===== src/rtl/alu_unit.sv =====
// alu_unit: 16-bit multi-cycle ALU between the A-bus mux and the C-bus write-back.
// Latency: single-cycle ops give result/done one edge after acceptance; MUL/DIV run 16 bit-serial steps and finish 17 edges after acceptance.
// Backpressure: none; ALU_start is only honoured in IDLE and is dropped (not queued) while busy.
// Optional feature: define IAAA_ALU_DIV_EN to build the restoring divider (opcode 14) and drive REM_out.
module alu_unit (
    input  logic        Clock,
    input  logic        Reset,
    input  logic [15:0] A_BUS_in,
    input  logic [15:0] B_BUS_in,
    input  logic [3:0]  ALU_op,
    input  logic        ALU_start,
    output logic        ALU_busy,
    output logic        ALU_done,
    output logic        ALU_err,
    output logic [15:0] C_BUS_out,
    output logic [15:0] REM_out,
    output logic        Z_flag,
    output logic        N_flag,
    output logic        C_flag,
    output logic        V_flag
);

    // FSM encoding
    localparam logic [1:0] S_IDLE = 2'd0;
    localparam logic [1:0] S_EXEC = 2'd1;
    localparam logic [1:0] S_ITER = 2'd2;
    localparam logic [1:0] S_FIN  = 2'd3;

    // Operation codes
    localparam logic [3:0] OP_ADD  = 4'd1;
    localparam logic [3:0] OP_SUB  = 4'd2;
    localparam logic [3:0] OP_INC  = 4'd3;
    localparam logic [3:0] OP_DEC  = 4'd4;
    localparam logic [3:0] OP_AND  = 4'd5;
    localparam logic [3:0] OP_OR   = 4'd6;
    localparam logic [3:0] OP_XOR  = 4'd7;
    localparam logic [3:0] OP_NOT  = 4'd8;
    localparam logic [3:0] OP_SHL  = 4'd9;
    localparam logic [3:0] OP_SHR  = 4'd10;
    localparam logic [3:0] OP_PSA  = 4'd11;
    localparam logic [3:0] OP_PSB  = 4'd12;
    localparam logic [3:0] OP_MUL  = 4'd13;
`ifdef IAAA_ALU_DIV_EN
    localparam logic [3:0] OP_DIV  = 4'd14;
`endif

    localparam logic [4:0] LAST_STEP = 5'd15;

    // Architectural state
    logic [1:0]  r_state;
    logic [15:0] r_a;
    logic [15:0] r_b;
    logic [3:0]  r_op;
    logic [4:0]  r_cnt;
    // Iterative working pair: MUL keeps {partial high, multiplier/low product},
    // DIV keeps {partial remainder, dividend shifting into quotient}.
    logic [15:0] r_hi;
    logic [15:0] r_lo;

    // Output registers
    logic        r_busy;
    logic        r_done;
    logic        r_err;
    logic [15:0] r_c;
    logic        r_z;
    logic        r_n;
    logic        r_cf;
    logic        r_v;
`ifdef IAAA_ALU_DIV_EN
    logic [15:0] r_rem;
`endif

    // Single-cycle datapath outputs
    logic [16:0] w_sum17;
    logic [16:0] w_dif17;
    logic [16:0] w_inc17;
    logic [16:0] w_dec17;
    logic [15:0] w_res;
    logic        w_cf;
    logic        w_v;
    logic        w_err;

    // Iterative datapath
    logic        w_start_iter;
    logic [16:0] w_mul_sum17;
    logic [15:0] w_hi_next;
    logic [15:0] w_lo_next;
`ifdef IAAA_ALU_DIV_EN
    logic [16:0] w_div_shift17;
    logic        w_div_ge;
    logic [15:0] w_div_dif16;
`endif

    // Only these opcodes take the bit-serial path; everything else (including illegal) is two-cycle
`ifdef IAAA_ALU_DIV_EN
    assign w_start_iter = (ALU_op == OP_MUL) || (ALU_op == OP_DIV);
`else
    assign w_start_iter = (ALU_op == OP_MUL);
`endif

    // Single-cycle result and flag generation from latched operands
    always_comb begin
        w_sum17 = {1'b0, r_a} + {1'b0, r_b};
        w_dif17 = {1'b0, r_a} - {1'b0, r_b};
        w_inc17 = {1'b0, r_a} + 17'd1;
        w_dec17 = {1'b0, r_a} - 17'd1;
        w_res   = 16'h0000;
        w_cf    = 1'b0;
        w_v     = 1'b0;
        w_err   = 1'b0;
        case (r_op)
            OP_ADD: begin
                w_res = w_sum17[15:0];
                w_cf  = w_sum17[16];
                w_v   = (r_a[15] == r_b[15]) && (w_sum17[15] != r_a[15]);
            end
            OP_SUB: begin
                w_res = w_dif17[15:0];
                w_cf  = w_dif17[16];
                w_v   = (r_a[15] != r_b[15]) && (w_dif17[15] != r_a[15]);
            end
            OP_INC: begin
                w_res = w_inc17[15:0];
                w_cf  = w_inc17[16];
                w_v   = (r_a == 16'h7FFF);
            end
            OP_DEC: begin
                w_res = w_dec17[15:0];
                w_cf  = w_dec17[16];
                w_v   = (r_a == 16'h8000);
            end
            OP_AND: w_res = r_a & r_b;
            OP_OR:  w_res = r_a | r_b;
            OP_XOR: w_res = r_a ^ r_b;
            OP_NOT: w_res = ~r_a;
            OP_SHL: begin
                w_res = {r_a[14:0], 1'b0};
                w_cf  = r_a[15];
            end
            OP_SHR: begin
                w_res = {1'b0, r_a[15:1]};
                w_cf  = r_a[0];
            end
            OP_PSA: w_res = r_a;
            OP_PSB: w_res = r_b;
            // Opcodes 0, 15 and (without the divider) 14 land here
            default: w_err = 1'b1;
        endcase
    end

    // One bit-serial step: shift-add for MUL, restoring subtract for DIV
    always_comb begin
        w_mul_sum17 = {1'b0, r_hi} + (r_lo[0] ? {1'b0, r_a} : 17'd0);
        w_hi_next   = w_mul_sum17[16:1];
        w_lo_next   = {w_mul_sum17[0], r_lo[15:1]};
`ifdef IAAA_ALU_DIV_EN
        // Partial remainder never exceeds 16 bits, so the low 16 bits of the
        // modular difference are exact whenever the subtract is kept.
        w_div_shift17 = {r_hi, r_lo[15]};
        w_div_ge      = (w_div_shift17 >= {1'b0, r_b});
        w_div_dif16   = w_div_shift17[15:0] - r_b;
        if (r_op == OP_DIV) begin
            w_hi_next = w_div_ge ? w_div_dif16 : w_div_shift17[15:0];
            w_lo_next = {r_lo[14:0], w_div_ge};
        end
`endif
    end

    // Control FSM, iterative datapath and registered outputs
    always_ff @(posedge Clock) begin
        if (Reset) begin
            r_state <= S_IDLE;
            r_a     <= 16'h0000;
            r_b     <= 16'h0000;
            r_op    <= 4'h0;
            r_cnt   <= 5'd0;
            r_hi    <= 16'h0000;
            r_lo    <= 16'h0000;
            r_busy  <= 1'b0;
            r_done  <= 1'b0;
            r_err   <= 1'b0;
            r_c     <= 16'h0000;
            r_z     <= 1'b0;
            r_n     <= 1'b0;
            r_cf    <= 1'b0;
            r_v     <= 1'b0;
`ifdef IAAA_ALU_DIV_EN
            r_rem   <= 16'h0000;
`endif
        end else begin
            // done/err are single-cycle pulses
            r_done <= 1'b0;
            r_err  <= 1'b0;
            case (r_state)
                S_IDLE: begin
                    if (ALU_start) begin
                        r_a    <= A_BUS_in;
                        r_b    <= B_BUS_in;
                        r_op   <= ALU_op;
                        r_busy <= 1'b1;
                        r_cnt  <= 5'd0;
                        r_hi   <= 16'h0000;
`ifdef IAAA_ALU_DIV_EN
                        r_lo   <= (ALU_op == OP_DIV) ? A_BUS_in : B_BUS_in;
`else
                        r_lo   <= B_BUS_in;
`endif
                        r_state <= w_start_iter ? S_ITER : S_EXEC;
                    end
                end
                S_EXEC: begin
                    r_c     <= w_res;
                    r_z     <= (w_res == 16'h0000);
                    r_n     <= w_res[15];
                    r_cf    <= w_cf;
                    r_v     <= w_v;
                    r_err   <= w_err;
                    r_done  <= 1'b1;
                    r_busy  <= 1'b0;
`ifdef IAAA_ALU_DIV_EN
                    r_rem   <= 16'h0000;
`endif
                    r_state <= S_IDLE;
                end
                S_ITER: begin
                    r_hi <= w_hi_next;
                    r_lo <= w_lo_next;
                    if (r_cnt == LAST_STEP) begin
                        r_cnt   <= 5'd0;
                        r_state <= S_FIN;
                    end else begin
                        r_cnt <= r_cnt + 5'd1;
                    end
                end
                S_FIN: begin
                    // Both MUL and DIV deliver the low/quotient word on the C bus
                    r_c    <= r_lo;
                    r_z    <= (r_lo == 16'h0000);
                    r_n    <= r_lo[15];
                    r_done <= 1'b1;
                    r_busy <= 1'b0;
`ifdef IAAA_ALU_DIV_EN
                    if (r_op == OP_DIV) begin
                        r_rem <= r_hi;
                        r_cf  <= 1'b0;
                        r_v   <= (r_b == 16'h0000);
                    end else begin
                        r_rem <= 16'h0000;
                        r_cf  <= (r_hi != 16'h0000);
                        r_v   <= 1'b0;
                    end
`else
                    r_cf   <= (r_hi != 16'h0000);
                    r_v    <= 1'b0;
`endif
                    r_state <= S_IDLE;
                end
                default: r_state <= S_IDLE;
            endcase
        end
    end

    assign ALU_busy  = r_busy;
    assign ALU_done  = r_done;
    assign ALU_err   = r_err;
    assign C_BUS_out = r_c;
    assign Z_flag    = r_z;
    assign N_flag    = r_n;
    assign C_flag    = r_cf;
    assign V_flag    = r_v;
`ifdef IAAA_ALU_DIV_EN
    assign REM_out   = r_rem;
`else
    assign REM_out   = 16'h0000;
`endif

endmodule

===== config.mk =====
export PLATFORM = sky130hd
export DESIGN_NAME = alu_unit
export DESIGN_NICKNAME = d
export VERILOG_FILES = /design/src/rtl/alu_unit.sv
export SDC_FILE = /design/constraint.sdc
export NUM_CORES = 1
export LEC_CHECK = 0
export ABC_AREA = 1
export CAP_MARGIN = 0
export CORE_UTILIZATION = 49
export CTS_BUF_LIST = sky130_fd_sc_hd__clkbuf_4 sky130_fd_sc_hd__clkbuf_8 sky130_fd_sc_hd__clkbuf_16
export DETAILED_ROUTE_END_ITERATION = 10
export PLACE_DENSITY = 0.74
export SLEW_MARGIN = 0
export SYNTH_ARGS = -nofsm -noshare
export SYNTH_HDL_FRONTEND = slang
export SYNTH_SLANG_ARGS = --single-unit

===== constraint.sdc =====
create_clock -name Clock -period 3 [get_ports Clock]
set_input_delay 0.6 -clock Clock [delete_from_list [all_inputs] [get_ports Clock]]
set_output_delay 0.6 -clock Clock [all_outputs]
set_load 0.03 [all_outputs]

Word level (Yosys, flattened, before mapping)
Cells that the tools add are included.
- output and inout bits: 39
- flip-flop bits (word level): 98
- memories: 0
- logic and storage cells: 91
- bits in writable memories: 0
- memory bits (read-only): 0
- bits in latches: 0
- reduce and logical (&&, ||, !) cells: 16
- divide/modulo/power cells: 0
- $mul: 0
- magnitude comparators: 0
- muxes and demuxes: 24
- bitwise logic cells: 5
- $add $sub $neg: 6
- eq/ne operators: 25
- shifts and indexed selects: 0
- operators by type and width (operator ; count):
    16-bit one-hot mux with 12 select lines ; 1
    16-bit one-hot mux with 2 select lines ; 3
    16-bit two-way mux ; 3
    16-bit by 16-bit adder with 17-bit output ; 2
    16-bit logical NOT ; 2
    4-bit equality test, second input constant ; 6
    16-bit by 1-bit adder with 17-bit output, second input constant ; 1
    16-bit by 1-bit subtractor with 17-bit output, second input constant ; 1
    16-bit by 16-bit subtractor with 17-bit output ; 1
    16-bit bitwise AND ; 1
    16-bit by 15-bit equality test with 1-bit output, second input constant ; 1
    16-bit equality test, second input constant ; 1
    4-bit by 3-bit equality test with 1-bit output, second input constant ; 4
    16-bit inverter ; 1
    16-bit bitwise OR ; 1
    16-bit nonzero test ; 1
    16-bit bitwise XOR ; 1
    12-bit OR reduction ; 1
    5-bit two-way mux ; 2
    1-bit one-hot mux with 2 select lines ; 5
    5-bit one-hot mux with 2 select lines ; 1
    4-bit by 2-bit equality test with 1-bit output, second input constant ; 2
    2-bit AND reduction ; 4
    2-bit two-way mux ; 3
    17 further kinds ; 27

Depth between registers and ports, before layout
- depth after elaboration: 5
- depth in mapped cells: 19
- gate-level depth less buffers: 17

Worst setup path after synthesis
OpenSTA, ideal clock, no wires.
- path kind: register -> register
- from: reg r_a[4]
- to: reg r_z, in the netlist Z_flag
- cell stages (with the launch flop): 18
- library setup time: 70 ps
- path slack: 721 ps
- path buffers: 1
- required time: 2930 ps
- period minus slack after synthesis: 2279 ps
- arrival: 2209 ps
- cell sequence: dfxtp_1 -> clkinv_1 -> ha_1 -> clkbuf_2 -> inv_1 -> nand2_1 -> nand2_1 -> a21oi_1 -> nand2_1 -> nand2_1 -> nand3_1 -> nand3_1 -> nand3_1 -> nor2_1 -> nand2_1 -> nor2_1 -> nand3_1 -> a21oi_1
- cells in the longest elaborated chain, start to end: 4
- elaborated cells between the ends (all ways): 11
- classes of those cells: 4 x add/sub; 2 x mux; 4 x bitwise; 1 x reduce/logical
- ends and longest elaborated chain (element ; line ; text):
    from (decl) ; 51 ; logic [15:0] r_a;
    from (signal assigned) ; 197 ; r_a <= A_BUS_in;
    16-bit by 1-bit subtractor with 17-bit output, or another cell as far along ; 106 ; w_dec17 = {1'b0, r_a} - 17'd1;
    16-bit one-hot mux with 12 select lines (*) ; 111 ; case (r_op)
    16-bit logical NOT (*) ; 213 ; r_z <= (w_res == 16'h0000);
    1-bit one-hot mux with 2 select lines (*) ; 194 ; case (r_state)
    to (signal assigned) ; 213 ;
    to (signal assigned) ; 238 ; r_z <= (r_lo == 16'h0000);
    to (decl) ; 65 ; logic r_z;
Every way passes the cells marked *; elsewhere a longest branch is shown, timed or not.
A chain may end at the register's enable or synchronous reset.

Final worst setup path
- from: reg r_a[13]
- to: reg r_z, in the netlist Z_flag
Same word-level chain as after synthesis.

==> key figures <==
Logic synthesis
  – Main synth FF type: dfxtp_1
  – Post-synthesis cell count: 1529
  – Leading cell type by number of instances after synthesis: nand2_1
  – Yosys reg bits: 97
  – Mean area per synthesized cell: 5.824 um^2
  – Number of flops mapped to enable cells by yosys: 0
  – Most frequent cells after synthesis: nand2_1 (456), inv_1 (178), nor2_1 (165)
  – Synth cell types: 41
  – Cell area after synthesis: 0.008905 mm^2
  – Synth warnings: 0
  – Main area contributors after synthesis: dfxtp_1 (22%), nand2_1 (19%), ha_1 (10%), nand3_1 (8.3%), inv_1 (7.5%)
  – Share of the synthesized area in the top cell type: 0.2181
  – FFs w/ async S/R, synth: 0
  – Seq/Total Area, Yosys: 0.2181
  – Cell taking the most area after synthesis: dfxtp_1

STA
  – Final setup vio count: 0
  – Pin slew with the least headroom to its limit: 1236 ps
  – Final setup TNS: 0 ps
  – Final Max Slew Viols: 0
  – Unrepaired setup endpoints after global routing: no
  – Setup slack after layout: 240.8 ps
  – Clk_skew: 9.469 ps
  – Max_slew headroom: 0.1730
  – Fin crit period: 2759 ps
  – Final period utilization: 0.9197
  – Fmax: 362.4 MHz
  – Hold Violations, Final: 0

Setup path
  – Crit path DAT: 3050 ps
  – Crit path required time: 3290 ps
  – Reg-to-Reg End: Z_flag
  – R2r startpoint: r_a[13]
  – Reg-to-reg slack, setup: 240 ps
  – R2R cell count: 14
  – Critical Path Start Type: flop
  – Worst setup endpoint: Z_flag
  – Critical path class: reg2reg
  – Crit. End Element: flop
  – Crit. Startpoint: r_a[13]
  – Worst-path maximum fanout: 12

CTS
  – CTS tree: done
  – Clock root buffer: clkbuf_16
  – CTS Sinks: 97
  – Cts bufs inserted: 9
  – Clk buf depth: 2
  – Clk slew on worst S/H paths: 80 ps
  – Clock Latency Late Sink: 360 ps
  – CTS H-tree depth: 3

Route
  – Routed via count: 10300
  – Drt wl/cell: 18.13 um
  – ANT nets after route: 0
  – DRT iter0 DRCs: 1060
  – DRC violations left: 0
  – Routed wire length: 32930 um
  – Number of vias per cell: 5.669
  – DR pass1 iterations: 6

Global routing
  – First-pass GRT wire length: 50730 um
  – Vias in the first global route: 9160
  – Antenna violations before repair: 1
  – Grt total ovfl: 0
  – Largest net degree at the start of global routing: 37
  – Total global-route track usage: 0.3586

Cells and area
  – Area of the multi-input gates: 0.005921 mm^2
  – Finished Cell Area: 0.01012 mm^2
  – Synthesis-to-layout area growth: 13.67%
  – Util after Layout: 0.5772
  – Fillers: 1818
  – Share of cells above drive strength 1: 0.05657
  – Diode count: 0
  – Nets: 1699
  – Reg area: 0.001943 mm^2

Place
  – Port bufs: 61
  – DP Area: 0.009801 mm^2
  – DP Wirelength: 25710 um
  – Pre-CTS WS: 155.5 ps
  – GPL Wtd Cong: 0.9957

Power and ir drop
  – Sw Share: 0.3908
  – VDD IR-drop max: 0.3065 mV
  – Leak: 0.004795 uW
  – Internal Power: 2460 uW
  – Sequential share of power: 0.350
  – Comb pwr share: 0.339
  – Clock share of power: 0.311
  – Power Density: 398.8 mW/mm^2
  – Final Power: 4037 uW
  – Switching pwr: 1578 uW

Floorplan
  – Core Box Area: 0.01754 mm^2
  – Io pins: 78
  – Row cnt: 48
  – Die area: 0.01872 mm^2
  – Die height: 136.8 um
  – Chip width: 136.8 um
  – Initial Utilization: 0.5078

Run status
  – Status: finished clean

Hold path
  – Min-Delay Path Class: reg2reg

Run
  – Max cap viols: 0
how the worst min path moves through the flow:
stage	start	to	cells after the start
3_3_place_gp	r_cnt[4]	r_cnt[4]	2
3_5_place_dp	r_cnt[4]	r_cnt[4]	2
6_report	r_cnt[4]	r_cnt[4]	2
5_1_grt	r_cnt[4]	r_cnt[4]	2
4_1_cts	r_cnt[4]	r_cnt[4]	2
2_1_floorplan	r_cnt[4]	r_cnt[4]	2
final cells by class:
cell class                      count  area share
Multi-Input combinational cell   1185      0.5849
Sequential cell                    97      0.1920
Timing Repair Buffer              111     0.09691
Inverter                          182     0.06749
Tap cell                          225     0.02781
Clock buffer                       10     0.02361
Clock inverter                      6    0.007293
layout by cell type, fill, tap and decap left out, types with 4 or more instances in the layout:
cell type and count:
nand3_1 148, nor2_2 5, nand4_1 14, nor3_1 11, clkdlybuf4s50_1 60, nand2_1 456, o211ai_1 5, dfxtp_1 96
clkbuf_16 9, nand3b_1 4, conb_1 16, o22ai_1 34, o21ai_0 105, xor2_1 5, nor2_1 163, buf_4 50
nor4_1 8, a21oi_1 87, ha_1 69, o21ai_1 8, or2_2 7, inv_1 178, a31oi_1 19
registers in the layout, indices dropped and copies added, names as in the netlist:
| name | count |
|---|---|
| r_lo | 16 |
| ALU_err | 1 |
| r_state | 2 |
| r_op | 4 |
| r_cnt | 5 |
| V_flag | 1 |
| ALU_busy | 1 |
| r_a | 16 |
| C_flag | 1 |
| Z_flag | 1 |
| C_BUS_out | 16 |
| r_hi | 16 |
| r_b | 16 |
| ALU_done | 1 |
power by group through the flow:
stage	logic [uW]	registers, uW	clock network (uW)
floorplan	852	1460	0
global placement	1320	1440	0
detailed placement	1320	1440	0
CTS	1330	1410	1270
global route	1490	1420	1320
finish	1370	1410	1260
metal layers:
layer / track usage / vias to the layer above / wire (um)
met4: 0.1538 / 2 / 1367
met5: 0 / - / 12
met1: 0.4771 / 4616 / 13850
met2: 0.5668 / 548 / 14490
li1: - / 5052 / -
met3: 0.06370 / 77 / 3213
through the flow:
step,hold slack [ps],instances
after floorplan,413.7,1544
after global placement,423.0,1800
after detailed placement,437.7,1800
after CTS,449.4,1816
after global routing,465.5,1816
final,449.7,1816
kinds of logic (layout without fill, tap and decap cells):
kind of cell,Yosys count,after routing,share of synthesized area
AND/OR/NAND/NOR,822,822,0.3826
AO/OA/AOI/OAI,267,267,0.1620
buffers and inverters,262,309,0.1245
flip-flops,97,97,0.2181
adder cells (fa/ha/maj),74,74,0.1065
XOR/XNOR,6,6,0.005901
other,1,16,0.0004211
worst max-delay path, stage by stage, from the launching register on:
cell and delay [ps]:
dfxtp_2 500, inv_1 190, ha_1 520, nor2_1 110, nand2_1 120, inv_1 50
a21oi_1 310, nand3_1 140, nand3_1 100, nand3_1 100, nor2_1 120, nand2_1 60
nor2_1 120, nand3_1 90, a21oi_1 140
repair_timing:
| item | in CTS | in global routing |
|---|---|---|
| gates resized for setup | 0 | 4 |
| endpoints found under the setup margin | 0 | 4 |
| hold buffers | 0 | 0 |
| buffers inserted | 0 | 0 |
No activity file was read; power rests on OpenSTA's default activity.
